===== config.mk =====
export PLATFORM = sky130hd
export DESIGN_NAME = wb_axis_stream_bridge
export DESIGN_NICKNAME = d
export VERILOG_FILES = /design/src/rtl/wb_axis_stream_bridge.sv
export SDC_FILE = /design/constraint.sdc
export NUM_CORES = 1
export LEC_CHECK = 0
export CORE_ASPECT_RATIO = 0.7
export CORE_MARGIN = 1
export CORE_UTILIZATION = 54
export CTS_BUF_LIST = sky130_fd_sc_hd__clkbuf_8
export DETAILED_ROUTE_END_ITERATION = 8
export GPL_TIMING_DRIVEN = 0
export PLACE_DENSITY = 0.76
export SYNTH_ARGS = -nofsm -noshare
export SYNTH_HDL_FRONTEND = slang
export SYNTH_SLANG_ARGS = --single-unit
export TNS_END_PERCENT = 1

===== constraint.sdc =====
create_clock -name wb_clk_i -period 7.42 [get_ports wb_clk_i]
set_input_delay 2.226 -clock wb_clk_i [delete_from_list [all_inputs] [get_ports wb_clk_i]]
set_output_delay 2.226 -clock wb_clk_i [all_outputs]
set_load 0.02 [all_outputs]

===== src/rtl/wb_axis_stream_bridge.sv =====
// Wishbone slave that buffers CPU-written x[n] samples onto the FIR AXI-Stream input
// and buffers FIR y[n] outputs for Wishbone read-back, with a status word.
module wb_axis_stream_bridge #(
  parameter int unsigned DEPTH     = 8,
  parameter logic [31:0] X_ADDR    = 32'h3000_0080,
  parameter logic [31:0] Y_ADDR    = 32'h3000_0088,
  parameter logic [31:0] STAT_ADDR = 32'h3000_008C
) (
  input  logic        wb_clk_i,
  input  logic        wb_rst_i,
  input  logic        wbs_stb_i,
  input  logic        wbs_cyc_i,
  input  logic        wbs_we_i,
  input  logic [3:0]  wbs_sel_i,
  input  logic [31:0] wbs_adr_i,
  input  logic [31:0] wbs_dat_i,
  output logic        wbs_ack_o,
  output logic [31:0] wbs_dat_o,
  output logic        hit_o,
  input  logic [31:0] data_len,
  output logic        ss_tvalid,
  output logic [31:0] ss_tdata,
  output logic        ss_tlast,
  input  logic        ss_tready,
  input  logic        sm_tvalid,
  input  logic [31:0] sm_tdata,
  input  logic        sm_tlast,
  output logic        sm_tready
);

  localparam int unsigned AW = (DEPTH > 1) ? $clog2(DEPTH) : 1;
  localparam int unsigned CW = AW + 1;
  localparam logic [CW-1:0] FULL_CNT = CW'(DEPTH);

  logic [31:0] x_mem [DEPTH];
  logic [32:0] y_mem [DEPTH];

  logic [AW-1:0] x_wr_q, x_wr_d, x_rd_q, x_rd_d;
  logic [AW-1:0] y_wr_q, y_wr_d, y_rd_q, y_rd_d;
  logic [CW-1:0] x_cnt_q, x_cnt_d, y_cnt_q, y_cnt_d;
  logic [31:0]   frame_q, frame_d;
  logic          ack_q, ack_d;
  logic [31:0]   dat_q, dat_d;
  logic          last_seen_q, last_seen_d;

  logic          x_full, x_empty, y_full, y_empty;
  logic          sel_x, sel_y, sel_stat, req;
  logic          x_push, x_pop, y_push, y_pop;
  logic [31:0]   len_m1;
  logic [15:0]   x_cnt_ext, y_cnt_ext;
  logic [31:0]   stat_word;

  assign x_full  = (x_cnt_q == FULL_CNT);
  assign x_empty = (x_cnt_q == '0);
  assign y_full  = (y_cnt_q == FULL_CNT);
  assign y_empty = (y_cnt_q == '0);

  assign sel_x    = (wbs_adr_i == X_ADDR);
  assign sel_y    = (wbs_adr_i == Y_ADDR);
  assign sel_stat = (wbs_adr_i == STAT_ADDR);
  assign hit_o    = wbs_stb_i & wbs_cyc_i & (sel_x | sel_y | sel_stat);
  // Masking with the pending ack guarantees at least one idle cycle between acks.
  assign req      = hit_o & ~ack_q;

  assign ss_tvalid = ~x_empty;
  assign ss_tdata  = x_mem[x_rd_q];
  assign x_pop     = ss_tvalid & ss_tready;
  assign sm_tready = ~y_full;
  assign y_push    = sm_tvalid & sm_tready;

  // A zero frame length behaves as a one-sample frame.
  assign len_m1   = (data_len == 32'd0) ? 32'd0 : data_len - 32'd1;
  assign ss_tlast = (frame_q == len_m1);

  assign x_cnt_ext = 16'(x_cnt_q);
  assign y_cnt_ext = 16'(y_cnt_q);
  assign stat_word = {8'h00, y_cnt_ext[7:0], x_cnt_ext[7:0], 3'b000,
                      last_seen_q, y_empty, y_full, x_empty, x_full};

  assign wbs_ack_o = ack_q;
  assign wbs_dat_o = dat_q;

  always_comb begin
    ack_d       = 1'b0;
    dat_d       = dat_q;
    last_seen_d = last_seen_q;
    x_push      = 1'b0;
    y_pop       = 1'b0;
    if (req) begin
      if (sel_x && wbs_we_i) begin
        if (wbs_sel_i != 4'hF) begin
          ack_d = 1'b1;
          dat_d = 32'd0;
        end else if (!x_full || x_pop) begin
          // A same-edge stream pop frees the slot this write needs.
          x_push = 1'b1;
          ack_d  = 1'b1;
          dat_d  = 32'd0;
        end
      end else if (sel_y && !wbs_we_i) begin
        if (!y_empty) begin
          y_pop = 1'b1;
          ack_d = 1'b1;
          dat_d = y_mem[y_rd_q][31:0];
          if (y_mem[y_rd_q][32]) last_seen_d = 1'b1;
        end
      end else if (sel_stat && !wbs_we_i) begin
        ack_d       = 1'b1;
        dat_d       = stat_word;
        last_seen_d = 1'b0;
      end else begin
        ack_d = 1'b1;
        dat_d = 32'd0;
      end
    end
  end

  always_comb begin
    x_wr_d  = x_wr_q + AW'(x_push);
    x_rd_d  = x_rd_q + AW'(x_pop);
    x_cnt_d = x_cnt_q + CW'(x_push) - CW'(x_pop);
    y_wr_d  = y_wr_q + AW'(y_push);
    y_rd_d  = y_rd_q + AW'(y_pop);
    y_cnt_d = y_cnt_q + CW'(y_push) - CW'(y_pop);
    frame_d = frame_q;
    if (x_pop) frame_d = ss_tlast ? 32'd0 : frame_q + 32'd1;
  end

  always_ff @(posedge wb_clk_i) begin
    if (x_push) x_mem[x_wr_q] <= wbs_dat_i;
    if (y_push) y_mem[y_wr_q] <= {sm_tlast, sm_tdata};
  end

  always_ff @(posedge wb_clk_i) begin
    if (wb_rst_i) begin
      x_wr_q      <= '0;
      x_rd_q      <= '0;
      x_cnt_q     <= '0;
      y_wr_q      <= '0;
      y_rd_q      <= '0;
      y_cnt_q     <= '0;
      frame_q     <= '0;
      ack_q       <= 1'b0;
      dat_q       <= '0;
      last_seen_q <= 1'b0;
    end else begin
      x_wr_q      <= x_wr_d;
      x_rd_q      <= x_rd_d;
      x_cnt_q     <= x_cnt_d;
      y_wr_q      <= y_wr_d;
      y_rd_q      <= y_rd_d;
      y_cnt_q     <= y_cnt_d;
      frame_q     <= frame_d;
      ack_q       <= ack_d;
      dat_q       <= dat_d;
      last_seen_q <= last_seen_d;
    end
  end

endmodule

[Yosys cells after proc, flatten, opt, wreduce, memory -nomap -nowiden]
Memory sizes are Yosys's and may differ from the RTL's. A register that Yosys moved wholly into a read port is not among the register bits.
Index checks and enable logic that the tools add are counted.
Storage, ports and cells
  memories kept: 2
  bits in writable memories: 520
  logic and storage cells: 87
  register bits after elaboration: 86
  output and inout bits: 69
Memory list
  y_mem: words 8, bits a word 33, read ports 1, clocked after Yosys merged registers in 1, write ports 1, RTL line 36  | logic [32:0] y_mem [DEPTH];
  x_mem: words 8, bits a word 32, read ports 1, clocked after Yosys merged registers in 1, write ports 1, RTL line 35  | logic [31:0] x_mem [DEPTH];
Operators by class
  reduce and logical (&&, ||, !) cells: 13
  equal/unequal tests: 11
  muxes and demuxes: 29
  bitwise gates (word level): 12
  add/sub/neg operators: 10
Operators with widths (count)
  $mux 32: 7
  $eq 32x30->1 const B: 3
  $add 32x1->32 const B: 1
  $eq 32x32->1: 1
  $logic_not 32->1: 1
  $sub 32x1->32 const B: 1
  $mux 20: 1
  $mux 1: 19
  $add 3x1->3: 4
  $add 4x1->4: 2
  $eq 4x4->1 const B: 2
  $logic_not 4->1: 2
  $sub 4x1->4: 2
  $mux 3: 2
  $and 1x1->1: 5
  $not 1->1: 5
  $reduce_and 5->1: 1
  $ne 4x4->1 const B: 1
  $logic_and 1x1->1: 3
  $ne 3x1->1 const B: 1
  $ne 3x3->1 const B: 1
  $reduce_and 3->1: 1
  $logic_not 1->1: 2
  $ne 2x1->1 const B: 1
  5 further kinds: 6

[Logic depth before layout (Yosys ltp)]
Gate-level depths: netlist (run 1).
  depth in word-level cells: 10
  mapped depth: 14
  depth with buffers taken out: 14

[Worst setup path after synthesis (run 1)]
Ideal clock, no wire load.
  kind: input -> output
  from: input data_len[0]
  to: output ss_tlast
  stages: 11
  arrival time: 5575 ps
  data required time: 5194 ps
  path slack: -381 ps
  buffers on the path: 1
  path through: inv_1 > ha_1 > or4b_1 > clkbuf_1 > nor4_1 > xnor2_1 > nor3_1 > a31o_1 > or4_1 > or4_1 > nor4b_1
Between the ends
  word-level cells in the longest chain between the ends: 3
  elaborated cells on any way between the ends: 4
  classes of those cells: add/sub: 1; eq/ne: 1; mux: 1; reduce/logical: 1
RTL lines
  start, declared: RTL line 20  | input logic [31:0] data_len,
  $sub 32x1->32 / $logic_not 32->1 (equally long branches): RTL line 72  | assign len_m1 = (data_len == 32'd0) ? 32'd0 : data_len - 32'd1;
  $mux 32 *: RTL line 72
  $eq 32x32->1 *: RTL line 73  | assign ss_tlast = (frame_q == len_m1);
  end, declared: RTL line 23  | output logic ss_tlast,
Every way passes the cells marked *; elsewhere a longest branch is shown, timed or not.

[Worst setup path after layout (run 1)]
  from: input data_len[13]
  to: output ss_tlast
The elaborated chain is that of the path after synthesis.

==> results of run 1 <==
## timing repair
item,CTS,global route
hold buffers,0,0
setup endpoints to repair,1,1
setup buffers,56,1
gates resized for setup,171,4
pin swaps,36,5
## report_power, final
group          switching (W)  internal (W)  total (W)
sequential         0.0000482       0.00380    0.00385
combinational       0.000631      0.000620    0.00125
clock                0.00123       0.00124    0.00247
## cell families (layout without fill, tap and decap cells)
family / after synthesis / after routing
compound gates: 136 / 136
mux: 197 / 197
simple gates: 397 / 397
buf+inv: 105 / 547
xor+xnor: 67 / 67
other cells: 0 / 1
flops: 606 / 606
fa+ha+maj: 24 / 24
## flip-flops by register name, indices dropped and copies added (netlist names)
signal,count
x_cnt_q,4
x_rd_q,3
wbs_ack_o,1
y_wr_q,3
y_mem,264
x_mem,256
wbs_dat_o,32
y_rd_q,3
frame_q,32
x_wr_q,3
last_seen_q,1
y_cnt_q,4
## critical path: stages
cell and delay [ns]:
buf_12 0.10, or4_4 0.56, nor4_4 0.27, nor4b_4 0.32, mux2i_2 0.33, o2111ai_2 0.20, o21ai_2 0.20, o21ai_1 0.11
or4_4 0.56, nor4b_4 0.25, buf_6 0.17
## cell type report
class                   count  area (um^2)
multi-input cells         821         8160
repair buffers            289         2880
flip-flops and latches    606        17300
well taps                 612          766
fillers                  3070        15300
clock inverters            58          299
inverters                  31          121
diodes                      1         2.50
plain buffers              72          332
clock buffers              97         1340
## metrics by stage
step	power (W)	worst slack [ns]
6_report	0.00757	-0.111
5_1_grt	0.00787	-0.154
4_1_cts	0.00764	-0.0315
3_5_place_dp	0.00515	-1.73
3_3_place_gp	0.00511	-2.05
2_1_floorplan	0.00467	0.00203
## final timing paths
kind	to	slack (ns)	depth (start not counted)
max	ss_tlast	-0.11	11
min	wbs_dat_o[12]	0.45	2
max reg2reg	frame_q[4]	2.76	32
min reg2reg	wbs_dat_o[12]	0.45	2
## metal layers
layer,GRT usage,up-vias
met5,0,-
met4,0.0665,0
met3,0.0494,66
met2,0.395,631
met1,0.376,7807
li1,-,6809
## cell usage in the layout, fill, tap and decap left out, drive strengths merged, types with 9 or more instances in the layout
cell type / n
nand2b: 9
clkinv: 20
nor2b: 19
and3: 15
xor2: 31
ha: 22
inv: 66
edfxtp: 520
or3: 37
nor4: 26
nand3: 20
nand2: 81
mux2i: 33
xnor2: 35
o21ai: 15
clkbuf: 144
clkdlybuf4s50: 174
a21oi: 59
or4: 10
dfxtp: 86
nor3: 30
nor2: 104
mux2: 34
buf: 120
mux4: 130
dlygate4sd2: 13
==> parameters.txt, run 1 <==
Parameter                              Value

Synthesis
  Count of cell types in the netlist    79
  Area of the mapped netlist    25400 um^2
  Adder and majority gate portion of the synthesized area    0.0124
  Yosys top cell area share    0.614
  Top post-synthesis cells by area    edfxtp_1 61%, mux4_2 12%, dfxtp_1 6.8%
  Post-synthesis compound-gate area fraction    0.0361
  Async S/R FF share, synth    0
  Number of synthesized register bits    606
  Warning count from the yosys run    0
  Top cell type by total area after synthesis    edfxtp_1
  Most used flip-flop cell after synthesis    edfxtp_1
  Area share of and/or/nand/nor cells after synthesis    0.0861
  Gate Count Post-Synth    1532
  Post-synthesis mux area share    0.143
  Parity-gate share of the synthesized area counting xor and xnor cells    0.0236
  Number of enable flip-flop cells after synthesis    520
  Commonest cells in the netlist    520 x edfxtp_1, 130 x mux4_2, 86 x dfxtp_1
  Most repeated cell in the gate-level netlist after synthesis    edfxtp_1
  Average footprint of a synthesized cell    16.6 um^2
  Largest family of logic cells by synthesized area    multiplexers
  Synth Net Count    1696
  Portion of the post-synthesis area used by sequential elements    0.681

Clock tree
  Clk_lat worst skew    0.67 ns
  Clock Pin Slew Worst Setup and Hold Paths    0.06 ns
  Max Root-Sink Buffers    3
  CTS HTree Levels    3
  CTS tree    built
  Clock sink count    606
  Master cell of the clock root buffer    clkbuf_8
  Number of buffers inserted during clock tree synthesis    87

STA
  Final worst path period need    7.53 ns
  Final number of hold-violating endpoints    0
  RSZ-0062 raised after global routing    yes
  Post-route worst hold slack    0.454 ns
  Final max-slew violation count    0
  Finish-stage setup viols    1
  Maximum clock frequency    133 MHz
  Tightest slew margin relative to the limit    0.252
  Final worst-path cycle share    1.01
  Maximum clock skew at final layout    0.0406 ns
  Slew @ Worst Pin    1.12 ns
  Setup TNS Final    -0.111 ns
  Final worst-path setup slack    -0.111 ns

Global route
  Largest net degree at the start of global routing    25
  Overall global routing resource usage    0.256
  Wire length of the first global-routing pass    90.5 mm
  Number of antenna violations at the first check in global routing    1
  Total grt overflow    0
  Vias in the first global route    15458

Floorplan
  Die X-Extent    261 um
  Full die area    48000 um^2
  Die Y    184 um
  Core area    46500 um^2
  Io pins    209
  Initial standard-cell utilization of the core    0.547
  Std-Cell Rows    66

Placement
  Placed Instances    2376
  Placement Cell Area    28800 um^2
  Placer congestion estimate    0.911
  Half-perimeter wire length after placement    40.7 mm
  Number of port buffers    205

Worst setup path
  Sort of element at the end of the critical path    output port
  Startpoint type of the worst setup path    primary input
  Worst Setup Path Type    in2out
  Required @ worst endpoint    5.19 ns
  Crit Path Max Fanout    3
  Reg2Reg Launch Point    frame_q[19]
  Crit path from    data_len[13]
  Arrival time worst endpoint    5.30 ns

Hold path
  Critical hold path startpoint    wbs_dat_o[12]
  Hold WC Path Type    reg2reg

Route
  Total length of routed met3 wires    4.73 mm
  Detailed Routing Iterations Pass 1    6
  Met2 routed wirelength    28.4 mm
  Remaining number of nets flagged by the antenna check after routing    0
  DRT Wirelength    60.1 mm
  Highest metal used    met4
  Post-detailed-route via-to-cell ratio    5.92
  Drt first-iter violations    1606
  Detailed-routing wirelength on met1    26.1 mm
  Routed vias    15313
  Routed wire length per instance    23.2 um
  Remaining routing DRC violations    0

Power
  Pwr Density    242 nW/um^2
  Worst vdd ir    0.178 mV
  Leakage power    10.1 nW

Final layout
  Final core utilization    0.672
  Share of layout cells above drive strength 1    0.248
  Net count, final    2072
  Area of all placed cells without fillers    31200 um^2
  Non-filler cells, final    2587
  Synthesis-to-layout area growth    22.7%

Job
  MaxCap Viol Count    0

Run status
  Run status    finished with violations
  Failing checks    negative setup slack
(Power assumes the default switching activity.)
==> inputs of run 2 (changes only) <==
SLEW_MARGIN = 20   (was not set)
==> run 2 against run 1 <==
  * The flow still finishes with violations (negative setup slack)
  * Die area is the same
  * Cell area is 0.38% higher
  * Routed wire length is 0.81% lower
  * Sequential power hardly changed
  * Register-to-register slack better by 0.50 ns
  * Core utilization rose by 0.26 points
  * Clock skew is 0.0096 ns higher
  * Sequential cell count unchanged
  * Final cell count up 0.85%
  * Clock power is 4% lower
  * Combinational power barely moved
  * Clock-buffer cell count is 7 lower
  * Largest power group unchanged
==> parameters.txt, run 2 (synthesized netlist as in run 1, its figures left out) <==
Parameter                              Value

Run status
  Run status    finished with violations
  Failing checks    negative setup slack

Clock tree
  Clock sink count    606
  Clk_lat worst skew    0.68 ns
  Number of buffers inserted during clock tree synthesis    86
  CTS tree    built
  Max Root-Sink Buffers    3
  CTS HTree Levels    3
  Clock Pin Slew Worst Setup and Hold Paths    0.06 ns
  Number of buffers added to fix hold violations after cts    0
  Master cell of the clock root buffer    clkbuf_8

Final layout
  Share of layout cells above drive strength 1    0.257
  Net count, final    2091
  Registers with the most flip-flops    y_mem x264, x_mem x256
  Non-filler cells, final    2609
  Max reg flops    264
  Leading cell type in the layout, fill and taps excluded    edfxtp_1
  Synthesis-to-layout area growth    23.2%
  Largest Register    y_mem
  Most frequent cells in the layout    520 x edfxtp_1, 174 x clkdlybuf4s50_1, 130 x mux4_2, 90 x clkbuf_8, 86 x dfxtp_1

Floorplan
  Std-Cell Rows    66
  Initial standard-cell utilization of the core    0.547
  Die X-Extent    261 um
  Io pins    209
  Core area    46500 um^2
  Die Y    184 um
  Full die area    48000 um^2

Worst setup path
  Most frequent cell on the critical path    or4_4
  Critical Path Max Stage Delay    0.56 ns
  Slowest cell on the critical path    or4_4
  Worst-path cell chain    buf_8, or4_4, buf_6, nor4_4, xnor2_2, nor3_2, a31o_1, or4_4, or4_4, nor4b_4, buf_6
  Worst path buffer plus inverter count    3
  Worst Setup Path Type    in2out
  Required @ worst endpoint    5.19 ns
  Top Family by Delay on Critical Path    simple AND/OR/NAND/NOR gates
  Startpoint type of the worst setup path    primary input
  Crit Path Max Fanout    3
  Sort of element at the end of the critical path    output port
  Arrival time worst endpoint    5.24 ns

Placement
  Placed Instances    2382
  Placer congestion estimate    0.911
  Half-perimeter wire length after placement    41.2 mm
  Worst slack, placed    -1.70 ns
  Number of port buffers    205

STA
  Maximum clock frequency    134 MHz
  Maximum clock skew at final layout    0.0502 ns
  Final max-slew violation count    0
  Final number of hold-violating endpoints    0
  RSZ-0062 raised after global routing    yes
  Final worst-path setup slack    -0.0472 ns
  Finish-stage setup viols    1
  Slew @ Worst Pin    0.980 ns
  Final worst-path cycle share    1.01
  Tightest slew margin relative to the limit    0.346
  Final worst path period need    7.47 ns

Global route
  Vias in the first global route    15282
  Peak-usage layer in the global routing report    met2
  Total grt overflow    0
  Wire length of the first global-routing pass    89.8 mm
  Number of antenna violations at the first check in global routing    1
  GR Layer Usage met3    0.0482
  M1 GR Usage    0.378
  Largest net degree at the start of global routing    21
  Met2 track demand over resource    0.386
  Overall global routing resource usage    0.253

Job
  MaxCap Viol Count    0

Route
  Remaining routing DRC violations    0
  Routed wire length per instance    22.8 um
  Post-detailed-route via-to-cell ratio    5.88
  Detailed Routing Iterations Pass 1    5
  Routed vias    15328
  Drt first-iter violations    1417
  Remaining number of nets flagged by the antenna check after routing    0
  DRT Wirelength    59.6 mm

Power
  Pwr Density    238 nW/um^2
  Leakage power    10.2 nW
  Worst vdd ir    0.199 mV

Hold path
  Hold WC Path Type    reg2reg
run 2: cell types whose count changed in the layout (fill, tap and decap cells not counted), moves of 3 or more:
cell	change
dlygate4sd2_1	-5
clkinv_2	+6
clkbuf_8	-7
buf_6	-7
clkinv_1	+3
buf_16	+8
clkbuf_2	+6
buf_12	-5
buf_4	+24
run 2: final timing paths:
path / from / to / slack, ns / cells after the start
worst min-delay path: wbs_dat_o[12] / wbs_dat_o[12] / 0.46 / 2
worst max register to register: frame_q[19] / frame_q[4] / 3.26 / 27
worst max-delay path: data_len[15] / ss_tlast / -0.05 / 11
worst min register to register: wbs_dat_o[12] / wbs_dat_o[12] / 0.46 / 2
run 2: worst min-delay path, cell delays in order (launching register included):
cell and delay (ns):
dfxtp_1 0.31, nand2_1 0.05, a21oi_1 0.05
run 2: area by class of cell:
cell class	instances	area, um^2
Fill cell	3110	15100
Timing Repair Buffer	310	3100
Clock inverter	66	313
Sequential cell	606	17300
Multi-Input combinational cell	821	8150
Inverter	31	121
Antenna cell	2	5.00
Buffer	71	327
Tap cell	612	766
Clock buffer	90	1240
run 2: what timing repair did:
action / CTS / global route
resized for setup: 160 / 30
pin swaps: 32 / 20
endpoints found under the setup margin: 1 / 1
buffers inserted: 50 / 22
run 2: routing by layer:
metal | wire, um | part of all wire
met2 | 27800 | 0.47
met5 | 0 | 0
met1 | 26400 | 0.44
met3 | 4400 | 0.074
met4 | 983 | 0.017
run 2: where the power goes:
part	switching, W	leakage [nW]	total, W	internal, W
clock	0.00123	0.923	0.00237	0.00114
sequential	0.0000487	5.39	0.00385	0.00380
combinational	0.000626	3.88	0.00125	0.000621
run 2: per-stage QoR:
step | setup TNS (ns) | cell area [um^2] | hold WS (ns) | util | total power [W]
6_report | -0.0472 | 31400 | 0.455 | 0.674 | 0.00747
5_1_grt | -0.127 | 31300 | 0.477 | 0.674 | 0.00777
4_1_cts | -0.0336 | 31100 | 0.459 | 0.670 | 0.00752
3_5_place_dp | -1.70 | 28900 | 0.448 | 0.622 | 0.00515
3_3_place_gp | -225.37 | 28300 | 0.440 | 0.608 | 0.00511
2_1_floorplan | 0 | 25500 | 0.495 | - | 0.00467
